<file path="src/rtl/cfg_reg_arbiter_if.sv">
// rtl/cfg_reg_arbiter_if.sv - two-port register write request bus for cfg_reg_arbiter
interface cfg_reg_arbiter_if;
    logic       req0_valid;
    logic [6:0] req0_addr;
    logic [7:0] req0_data;
    logic       req0_ready;
    logic       req1_valid;
    logic [6:0] req1_addr;
    logic [7:0] req1_data;
    logic       req1_ready;

    modport master (
        output req0_valid, req0_addr, req0_data,
        output req1_valid, req1_addr, req1_data,
        input  req0_ready, req1_ready
    );

    modport slave (
        input  req0_valid, req0_addr, req0_data,
        input  req1_valid, req1_addr, req1_data,
        output req0_ready, req1_ready
    );
endinterface

</file>
<file path="src/rtl/cfg_reg_arbiter.sv">
// rtl/cfg_reg_arbiter.sv - 5-entry config register bank shared by SPI decoder and sequencer
module cfg_reg_arbiter #(
    parameter bit          FIXED_PRIO  = 1'b0,
    parameter int unsigned HOLD_CYCLES = 1
) (
    input  logic                     clk,
    input  logic                     rst_n,
    cfg_reg_arbiter_if.slave         bus,
    input  logic                     lock_port1,
    output logic [7:0]               en_reg_out_7_0,
    output logic [7:0]               en_reg_out_15_8,
    output logic [7:0]               en_reg_pwm_7_0,
    output logic [7:0]               en_reg_pwm_15_8,
    output logic [7:0]               pwm_duty_cycle,
    output logic                     wr_done,
    output logic                     wr_err,
    output logic                     grant_id,
    output logic [7:0]               wr_count
);

    localparam logic [1:0] HOLD_LAST = 2'(HOLD_CYCLES - 1);

    typedef enum logic [1:0] {
        IDLE  = 2'd0,
        WRITE = 2'd1,
        HOLD  = 2'd2
    } state_t;

    state_t     state_q;
    logic [1:0] hold_cnt_q;
    logic       rr_q;
    logic       grant_q;
    logic [6:0] addr_q;
    logic [7:0] data_q;
    logic [7:0] out_lo_q, out_hi_q, pwm_lo_q, pwm_hi_q, duty_q;
    logic       ready0_q, ready1_q, wr_done_q, wr_err_q;
    logic [7:0] wr_count_q;

    logic       winner_d;
    logic       commit_ok;

    // rr_q names the port favoured on a tie; fixed priority ignores it.
    assign winner_d  = (bus.req0_valid && bus.req1_valid) ? (FIXED_PRIO ? 1'b0 : rr_q)
                                                          : bus.req1_valid;
    assign commit_ok = (addr_q <= 7'h04) && !(grant_q && lock_port1);

    always_ff @(posedge clk or negedge rst_n) begin
        if (!rst_n) begin
            state_q    <= IDLE;
            hold_cnt_q <= 2'd0;
            rr_q       <= 1'b0;
            grant_q    <= 1'b0;
            addr_q     <= 7'h00;
            data_q     <= 8'h00;
            out_lo_q   <= 8'h00;
            out_hi_q   <= 8'h00;
            pwm_lo_q   <= 8'h00;
            pwm_hi_q   <= 8'h00;
            duty_q     <= 8'h00;
            ready0_q   <= 1'b0;
            ready1_q   <= 1'b0;
            wr_done_q  <= 1'b0;
            wr_err_q   <= 1'b0;
            wr_count_q <= 8'h00;
        end else begin
            ready0_q  <= 1'b0;
            ready1_q  <= 1'b0;
            wr_done_q <= 1'b0;
            wr_err_q  <= 1'b0;
            case (state_q)
                IDLE: begin
                    if (bus.req0_valid || bus.req1_valid) begin
                        grant_q <= winner_d;
                        addr_q  <= winner_d ? bus.req1_addr : bus.req0_addr;
                        data_q  <= winner_d ? bus.req1_data : bus.req0_data;
                        state_q <= WRITE;
                    end
                end
                WRITE: begin
                    if (commit_ok) begin
                        case (addr_q[2:0])
                            3'd0:    out_lo_q <= data_q;
                            3'd1:    out_hi_q <= data_q;
                            3'd2:    pwm_lo_q <= data_q;
                            3'd3:    pwm_hi_q <= data_q;
                            3'd4:    duty_q   <= data_q;
                            default: ;
                        endcase
                        wr_done_q <= 1'b1;
                        if (wr_count_q != 8'hFF)
                            wr_count_q <= wr_count_q + 8'd1;
                    end else begin
                        wr_err_q <= 1'b1;
                    end
                    ready0_q   <= !grant_q;
                    ready1_q   <= grant_q;
                    rr_q       <= !grant_q;
                    hold_cnt_q <= 2'd0;
                    state_q    <= HOLD;
                end
                HOLD: begin
                    if (hold_cnt_q == HOLD_LAST)
                        state_q <= IDLE;
                    else
                        hold_cnt_q <= hold_cnt_q + 2'd1;
                end
                default: state_q <= IDLE;
            endcase
        end
    end

    assign bus.req0_ready  = ready0_q;
    assign bus.req1_ready  = ready1_q;
    assign en_reg_out_7_0  = out_lo_q;
    assign en_reg_out_15_8 = out_hi_q;
    assign en_reg_pwm_7_0  = pwm_lo_q;
    assign en_reg_pwm_15_8 = pwm_hi_q;
    assign pwm_duty_cycle  = duty_q;
    assign wr_done         = wr_done_q;
    assign wr_err          = wr_err_q;
    assign grant_id        = grant_q;
    assign wr_count        = wr_count_q;

endmodule
</file>
<file path="src/flat_wrapper.sv">
// flat-port wrapper written by rule: the top's interface ports become plain ports
module cfg_reg_arbiter_flat 
#(
    parameter bit          FIXED_PRIO  = 1'b0,
    parameter int unsigned HOLD_CYCLES = 1
)
  (clk, rst_n, lock_port1, en_reg_out_7_0, en_reg_out_15_8, en_reg_pwm_7_0, en_reg_pwm_15_8, pwm_duty_cycle, wr_done, wr_err, grant_id, wr_count, bus_req0_valid, bus_req0_addr, bus_req0_data, bus_req1_valid, bus_req1_addr, bus_req1_data, bus_req0_ready, bus_req1_ready);
  cfg_reg_arbiter_if bus_i ();
  input  logic clk;
  input  logic rst_n;
  input  logic lock_port1;
  output logic [7:0] en_reg_out_7_0;
  output logic [7:0] en_reg_out_15_8;
  output logic [7:0] en_reg_pwm_7_0;
  output logic [7:0] en_reg_pwm_15_8;
  output logic [7:0] pwm_duty_cycle;
  output logic wr_done;
  output logic wr_err;
  output logic grant_id;
  output logic [7:0] wr_count;
  input wire logic [$bits(bus_i.req0_valid)-1:0] bus_req0_valid;
  input wire logic [$bits(bus_i.req0_addr)-1:0] bus_req0_addr;
  input wire logic [$bits(bus_i.req0_data)-1:0] bus_req0_data;
  input wire logic [$bits(bus_i.req1_valid)-1:0] bus_req1_valid;
  input wire logic [$bits(bus_i.req1_addr)-1:0] bus_req1_addr;
  input wire logic [$bits(bus_i.req1_data)-1:0] bus_req1_data;
  output wire logic [$bits(bus_i.req0_ready)-1:0] bus_req0_ready;
  output wire logic [$bits(bus_i.req1_ready)-1:0] bus_req1_ready;
  assign bus_i.req0_valid = bus_req0_valid;
  assign bus_i.req0_addr = bus_req0_addr;
  assign bus_i.req0_data = bus_req0_data;
  assign bus_i.req1_valid = bus_req1_valid;
  assign bus_i.req1_addr = bus_req1_addr;
  assign bus_i.req1_data = bus_req1_data;
  assign bus_req0_ready = bus_i.req0_ready;
  assign bus_req1_ready = bus_i.req1_ready;
  cfg_reg_arbiter #(.FIXED_PRIO(FIXED_PRIO), .HOLD_CYCLES(HOLD_CYCLES)) u_core (.clk(clk), .rst_n(rst_n), .bus(bus_i), .lock_port1(lock_port1), .en_reg_out_7_0(en_reg_out_7_0), .en_reg_out_15_8(en_reg_out_15_8), .en_reg_pwm_7_0(en_reg_pwm_7_0), .en_reg_pwm_15_8(en_reg_pwm_15_8), .pwm_duty_cycle(pwm_duty_cycle), .wr_done(wr_done), .wr_err(wr_err), .grant_id(grant_id), .wr_count(wr_count));
endmodule
</file>
<file path="config.mk">
export PLATFORM = sky130hd
export DESIGN_NAME = cfg_reg_arbiter_flat
export DESIGN_NICKNAME = d
export VERILOG_FILES = /design/src/rtl/cfg_reg_arbiter_if.sv /design/src/rtl/cfg_reg_arbiter.sv /design/src/flat_wrapper.sv
export SDC_FILE = /design/constraint.sdc
export NUM_CORES = 1
export LEC_CHECK = 0
export CAP_MARGIN = 0
export CORE_AREA = 4 4 88 90
export CTS_CLUSTER_DIAMETER = 50
export DETAILED_ROUTE_END_ITERATION = 10
export DIE_AREA = 0 0 92 94
export GPL_ROUTABILITY_DRIVEN = 0
export HOLD_SLACK_MARGIN = 0.06
export PLACE_DENSITY_LB_ADDON = 0.12
export SETUP_SLACK_MARGIN = 0.1
export SLEW_MARGIN = 20
export SYNTH_ARGS = -nofsm -noshare
export SYNTH_HDL_FRONTEND = slang
export SYNTH_SLANG_ARGS = --single-unit
</file>
<file path="constraint.sdc">
create_clock -name clk -period 2.31 [get_ports clk]
set_clock_uncertainty 0.05 [all_clocks]
set_input_delay 0.462 -clock clk [delete_from_list [all_inputs] [get_ports clk]]
set_output_delay 0.462 -clock clk [all_outputs]
set_load 0.01 [all_outputs]
</file>
==> qor.txt <==
Mapped Area = 0.003085 mm^2
Worst Path Buf+Inv = 0
Netlist cell types = 33
Min Hold Slack = 457.0 ps
DRT antenna net count = 0
Die Y = 94 um
Total GRT Usage = 16.46%
Vias/cell = 4.921
Post-synthesis sequential area ratio = 59.21%
Routed len/inst = 15.39 um
First-pass GRT wire length = 10.76 mm
Worst Path Arrival = 2140 ps
Worst slew pin tran = 393.8 ps
Yosys reg bits = 73
Root Driver = clkbuf_8
# diodes = 0
Die area = 0.008648 mm^2
Antenna violations before repair = 0
Synthesized net count = 266
First-pass iteration count of the detailed router = 6
Top FF cell, synth = dfrtp_1
Util after Layout = 61.04%
Max Cap Violations = 0
Layout area overhead = 39.66%
Initial core utilization = 43.71%
Setup violations, final = 0
Maximum VDD drop = 0.0004406 V
Placement Rows = 31
Max-Slew Margin vs Limit = 73.75%
Final-stage net count = 363
RSZ-0062 raised after global routing = false
Synth area leaders = dfrtp_1 59%, mux2_2 12%, mux2i_1 5.2%, mux2_4 3.9%, nor2_1 3.3%
Final Hold Violating Endpoints = 0
Num CTS Buffers = 9
Hold crit path type = reg2reg
CP peak stage delay = 500 ps
Core region area = 0.007059 mm^2
Num Clock Sinks = 73
Crit path time final = 1969 ps
H-tree depth = 3
CP required = 2480 ps
Vias in the first global route = 2128
Total congestion overflow = 0
Most frequent cells after synthesis = 73 x dfrtp_1, 34 x mux2_2, 27 x nor2_1
DP Cell Count = 413
DR vias = 2116
Async set-reset flop share out of synthesis = 100.0%
Post-synth top area cell = dfrtp_1
Crit end category = register
Post-Layout Cell Count = 430
Port bufs = 87
Crit Path Max Fanout = 9
Final Max Slew Viols = 0
Die width = 92 um
Drt drc = 0
Pre-CTS WS = -11.36 ps
Sequence of cells on the critical path = nor2b_1 -> and3_2 -> nand3_2 -> mux2_2
Largest net degree at the start of global routing = 45
Top-area cell type share of the netlist area = 59.21%
I/O pins = 88
Crit path kind = reg2reg
CTS Buffer Depth = 2
Period utilisation layout = 85.22%
Crit path max-delay cell type = dfrtp_1
Skew-Pair Late Insertion Delay = 340 ps
CP delay by family, top = simple AND/OR/NAND/NOR gates
Syn. warnings = 0
Status = complete, no violations
Power Dens Cells = 904.8 mW/mm^2
1st-iter DRT viols = 25
Detailed Route WL = 6.618 mm
Peak Freq = 508.0 MHz
Cells after synthesis = 229
Count leader, synth = dfrtp_1
Clk slew on worst S/H paths = 70 ps
Setup slack after layout = 341.5 ps
Setup bufs post-CTS = 0
Share of cells above drive strength 1 = 21.45%
Static Leak = 2.022 nW
Syn Area/Cell = 13.47 um^2
Setup crit start kind = register
DP HPWL = 4.816 mm
CTS tree = yes
Post-synth EDFFs = 0
==> state kept, by name (all words and copies together) (netlist names) <==
| name | flops |
|---|---|
| u_core.addr_q | 7 |
| u_core.bus.req0_ready | 1 |
| u_core.bus.req1_ready | 1 |
| u_core.data_q | 8 |
| u_core.en_reg_out_15_8 | 8 |
| u_core.en_reg_out_7_0 | 8 |
| u_core.en_reg_pwm_15_8 | 8 |
| u_core.en_reg_pwm_7_0 | 8 |
| u_core.grant_id | 1 |
| u_core.hold_cnt_q | 2 |
| u_core.pwm_duty_cycle | 8 |
| u_core.rr_q | 1 |
| u_core.state_q | 2 |
| u_core.wr_count | 8 |
| u_core.wr_done | 1 |
| u_core.wr_err | 1 |
==> report_power, final <==
part | total (mW) | internal, mW | switching (mW)
logic | 0.976 | 0.549 | 0.427
clock network | 1.06 | 0.607 | 0.449
registers | 1.87 | 1.56 | 0.310
==> worst reg2reg max path, delay by kind of cell, from the launching register on <==
kind | cells | cell delay, ps
AND/OR/NAND/NOR | 3 | 930
flip-flops | 1 | 500
multiplexers | 1 | 380
==> area by class of cell <==
| class | count | area [um^2] |
|---|---|---|
| Timing Repair Buffer | 93 | 928.4 |
| Fill cell | 599 | 2750 |
| Sequential cell | 73 | 1827 |
| Clock buffer | 11 | 131.4 |
| Inverter | 6 | 22.52 |
| Tap cell | 99 | 123.9 |
| Clock inverter | 5 | 80.08 |
| Multi-Input combinational cell | 143 | 1196 |
==> routing by layer <==
layer / up-vias / share of wire (%) / wire, um / GRT usage (%)
li1: 1010 / - / - / -
met1: 1035 / 44 / 2929 / 20.82
met2: 63 / 49 / 3212 / 26.58
met3: 8 / 5.9 / 388 / 4.087
met4: 0 / 1.3 / 87 / 7.797
met5: - / 0 / 0 / 0
==> cells in the final DEF (no fill, tap or decap), drive strengths merged <==
| master | Yosys | final |
|---|---|---|
| a21o | 1 | 1 |
| a21oi | 17 | 17 |
| a22o | 3 | 3 |
| a31oi | 2 | 2 |
| a41oi | 1 | 1 |
| and3 | 1 | 1 |
| buf | 4 | 6 |
| bufinv | 0 | 2 |
| clkbuf | 3 | 11 |
| clkdlybuf4s50 | 0 | 86 |
| clkinv | 0 | 1 |
| clkinvlp | 0 | 2 |
| dfrtp | 73 | 73 |
| dlygate4sd3 | 0 | 1 |
| ha | 2 | 2 |
| inv | 6 | 6 |
| mux2 | 42 | 42 |
| mux2i | 16 | 16 |
| nand2 | 4 | 4 |
| nand2b | 2 | 2 |
| nand3 | 4 | 4 |
| nand3b | 1 | 1 |
| nand4 | 3 | 3 |
| nand4b | 1 | 1 |
| nand4bb | 1 | 1 |
| nor2 | 27 | 27 |
| nor2b | 2 | 2 |
| nor3 | 3 | 3 |
| nor4 | 3 | 3 |
| o21ai | 3 | 3 |
| xnor2 | 1 | 1 |
| xor2 | 3 | 3 |
==> metrics by stage <==
stage          total power [mW]  TNS [ps]  instance area, um^2
2_1_floorplan             2.352         0                 3085
3_3_place_gp              2.848         0                 4086
3_5_place_dp              2.882    -30.75                 4086
4_1_cts                   3.960         0                 4308
5_1_grt                   4.142         0                 4309
6_report                  3.899         0                 4309
==> path summary, 6_finish.rpt <==
kind	start	endpoint	slack, ps	cells after the start
worst max register to register	u_core.state_q[0]	u_core.en_reg_pwm_7_0[4]	340	4
max in group asynchronous	rst_n	u_core.wr_count[4]	1110	3
worst max-delay path	u_core.state_q[0]	u_core.en_reg_pwm_7_0[4]	340	4
worst min register to register	u_core.grant_id	u_core.bus.req0_ready	460	1
min in group asynchronous	rst_n	u_core.en_reg_pwm_15_8[7]	540	2
worst min-delay path	u_core.grant_id	u_core.bus.req0_ready	460	1
==> cells by family after synthesis <==
kind of cell               after synthesis  synth area share [%]
AOI/OAI and AO/OA                       27                 5.150
xor gates and xnor gates                 4                 1.136
adders and majority gates                2                0.8109
buffers and inverters                   13                 2.230
DFF                                     73                 59.21
muxes                                   58                 21.49
and+or+nand+nor                         52                 9.976
==> timing repair <==
| item | 4_1_cts | 5_1_grt |
|---|---|---|
| endpoints found under the setup margin | 0 | 9 |
| hold endpoints to repair | 29 | 0 |
| hold buffers | 1 | 0 |
| gates resized for setup | 0 | 1 |
No activity file was read; power rests on OpenSTA's default activity.
==> RTL edit, RTL diff (config.mk and constraints unchanged) <==
Register the output `en_reg_pwm_7_0` once more, with the module's reset; this adds one clock of latency there. The other outputs are not delayed to match.
--- a/src/rtl/cfg_reg_arbiter.sv
+++ b/src/rtl/cfg_reg_arbiter.sv
@@ -114,5 +114,11 @@
     assign en_reg_out_7_0  = out_lo_q;
     assign en_reg_out_15_8 = out_hi_q;
-    assign en_reg_pwm_7_0  = pwm_lo_q;
+    always_ff @(posedge clk or negedge rst_n) begin
+        if (!rst_n) begin
+            en_reg_pwm_7_0 <= '0;
+        end else begin
+            en_reg_pwm_7_0 <= pwm_lo_q;
+        end
+    end
     assign en_reg_pwm_15_8 = pwm_hi_q;
     assign pwm_duty_cycle  = duty_q;
Check against the original RTL: not equivalent (a bounded check fails within 4 cycles, from zero or initial values and one cycle with rst_n low).
==> RTL edit against the original RTL <==
Non-clock buffer count is 4 higher. Total power grew 2.5%. Area after synthesis is 4.2% higher. Worst hold slack got worse by 130 ps. Critical path depth stayed put. Sequential power up 7%. Design area is 3.9% higher. Sequential cell count is 8 higher. First-iteration DRC count grew to 2.6 times the old value. Die area unchanged. Worst setup slack lost 100 ps. Routed wire length is 1.0% higher.
==> RTL edit: results (changes against the original RTL) <==
| Metric | Value |
|---|---|
| # fillers | 579 (was 599) |
| Met1 usage | 23.5% (was 20.8%) |
| Top cells by count, synth | 81 x dfrtp_1, 42 x mux2_2, 25 x nor2_1 (was 73 x dfrtp_1, 34 x mux2_2, 27 x nor2_1) |
| Synth top area cells | dfrtp_1 63%, mux2_2 15%, mux2i_1 5.0%, nor2_1 2.9%, a21oi_1 2.6% (was dfrtp_1 59%, mux2_2 12%, mux2i_1 5.2%, mux2_4 3.9%, nor2_1 3.3%) |
| Tot GR Track Use | 16.7% (was 16.5%) |
| Vias per cell | 4.87 (was 4.92) |
| DP Worst Slack | 44.1 ps (was -11.4 ps) |
| Met2 Wirelength | 3150 um (was 3210 um) |
| GR Util met2 | 25.4% (was 26.6%) |
| P_leak | 2.11 nW (was 2.02 nW) |
| DP HPWL | 4780 um (was 4820 um) |
| Seq group | 2.01 mW (was 1.87 mW) |
| Final-stage net count | 376 (was 363) |
| Status | complete, no violations (unchanged) |
| First-pass GRT wire length | 11100 um (was 10800 um) |
| CP max stage delay | 560 ps (was 500 ps) |
| Post-synthesis xor/xnor area fraction | 1.09% (was 1.14%) |
| Syn_area_per_cell | 13.6 sq um (was 13.5 sq um) |
| GR met3 Demand/Resource | 3.53% (was 4.09%) |
| Routed wl met3 | 290 um (was 388 um) |
| Switch share | 30.9% (was 30.4%) |
| Seq pwr share | 50.3% (was 47.9%) |
| Slowest cell on crit path | or4_4 (was dfrtp_1) |
| Initial drt markers | 66 (was 25) |
| Multiplexer area fraction after synthesis | 19.7% (was 21.5%) |
RTL edit: worst max-delay path: cells and delay by family, from the launching register on:
family | cells | cell delay (ps)
muxes | 1 | 340
and+or+nand+nor | 3 | 1160
DFF | 1 | 410
RTL edit: cell type report:
| type | instances | area, sq um | share of cell area, % |
|---|---|---|---|
| inverters | 5 | 18.8 | 0.419 |
| clock buffers | 10 | 138 | 3.07 |
| clock inverters | 6 | 67.6 | 1.51 |
| flip-flops and latches | 81 | 2030 | 45.3 |
| multi-input cells | 145 | 1160 | 25.8 |
| well taps | 99 | 124 | 2.77 |
| repair buffers | 97 | 946 | 21.1 |
RTL edit: cell families after synthesis:
group           Yosys count
xor+xnor                  4
compound gates           27
simple gates             54
flops                    81
buf+inv                  10
mux                      58
fa+ha+maj                 2
RTL edit: path summary, 6_finish.rpt:
kind | startpoint | to | slack (ps)
setup / recovery | u_core.addr_q[3]$_DFFE_PN0P_ | u_core.pwm_lo_q[0]$_DFFE_PN0P_ | 240
hold / removal | u_core.pwm_lo_q[5]$_DFFE_PN0P_ | u_core.en_reg_pwm_7_0[5]$_DFF_PN0_ | 330
setup reg to reg | u_core.addr_q[3]$_DFFE_PN0P_ | u_core.pwm_lo_q[0]$_DFFE_PN0P_ | 240
hold reg to reg | u_core.pwm_lo_q[5]$_DFFE_PN0P_ | u_core.en_reg_pwm_7_0[5]$_DFF_PN0_ | 330
max in group asynchronous | rst_n | u_core.en_reg_pwm_15_8[0]$_DFFE_PN0P_ | 910
min in group asynchronous | rst_n | u_core.pwm_duty_cycle[6]$_DFFE_PN0P_ | 600
RTL edit: stage by stage:
step	utilization [%]	instances	area, sq um
after global placement	60.4	426	4260
after floorplan	-	236	3210
after detailed placement	60.4	426	4260
final	63.4	443	4480
after CTS	63.4	443	4480
after global routing	63.4	443	4480
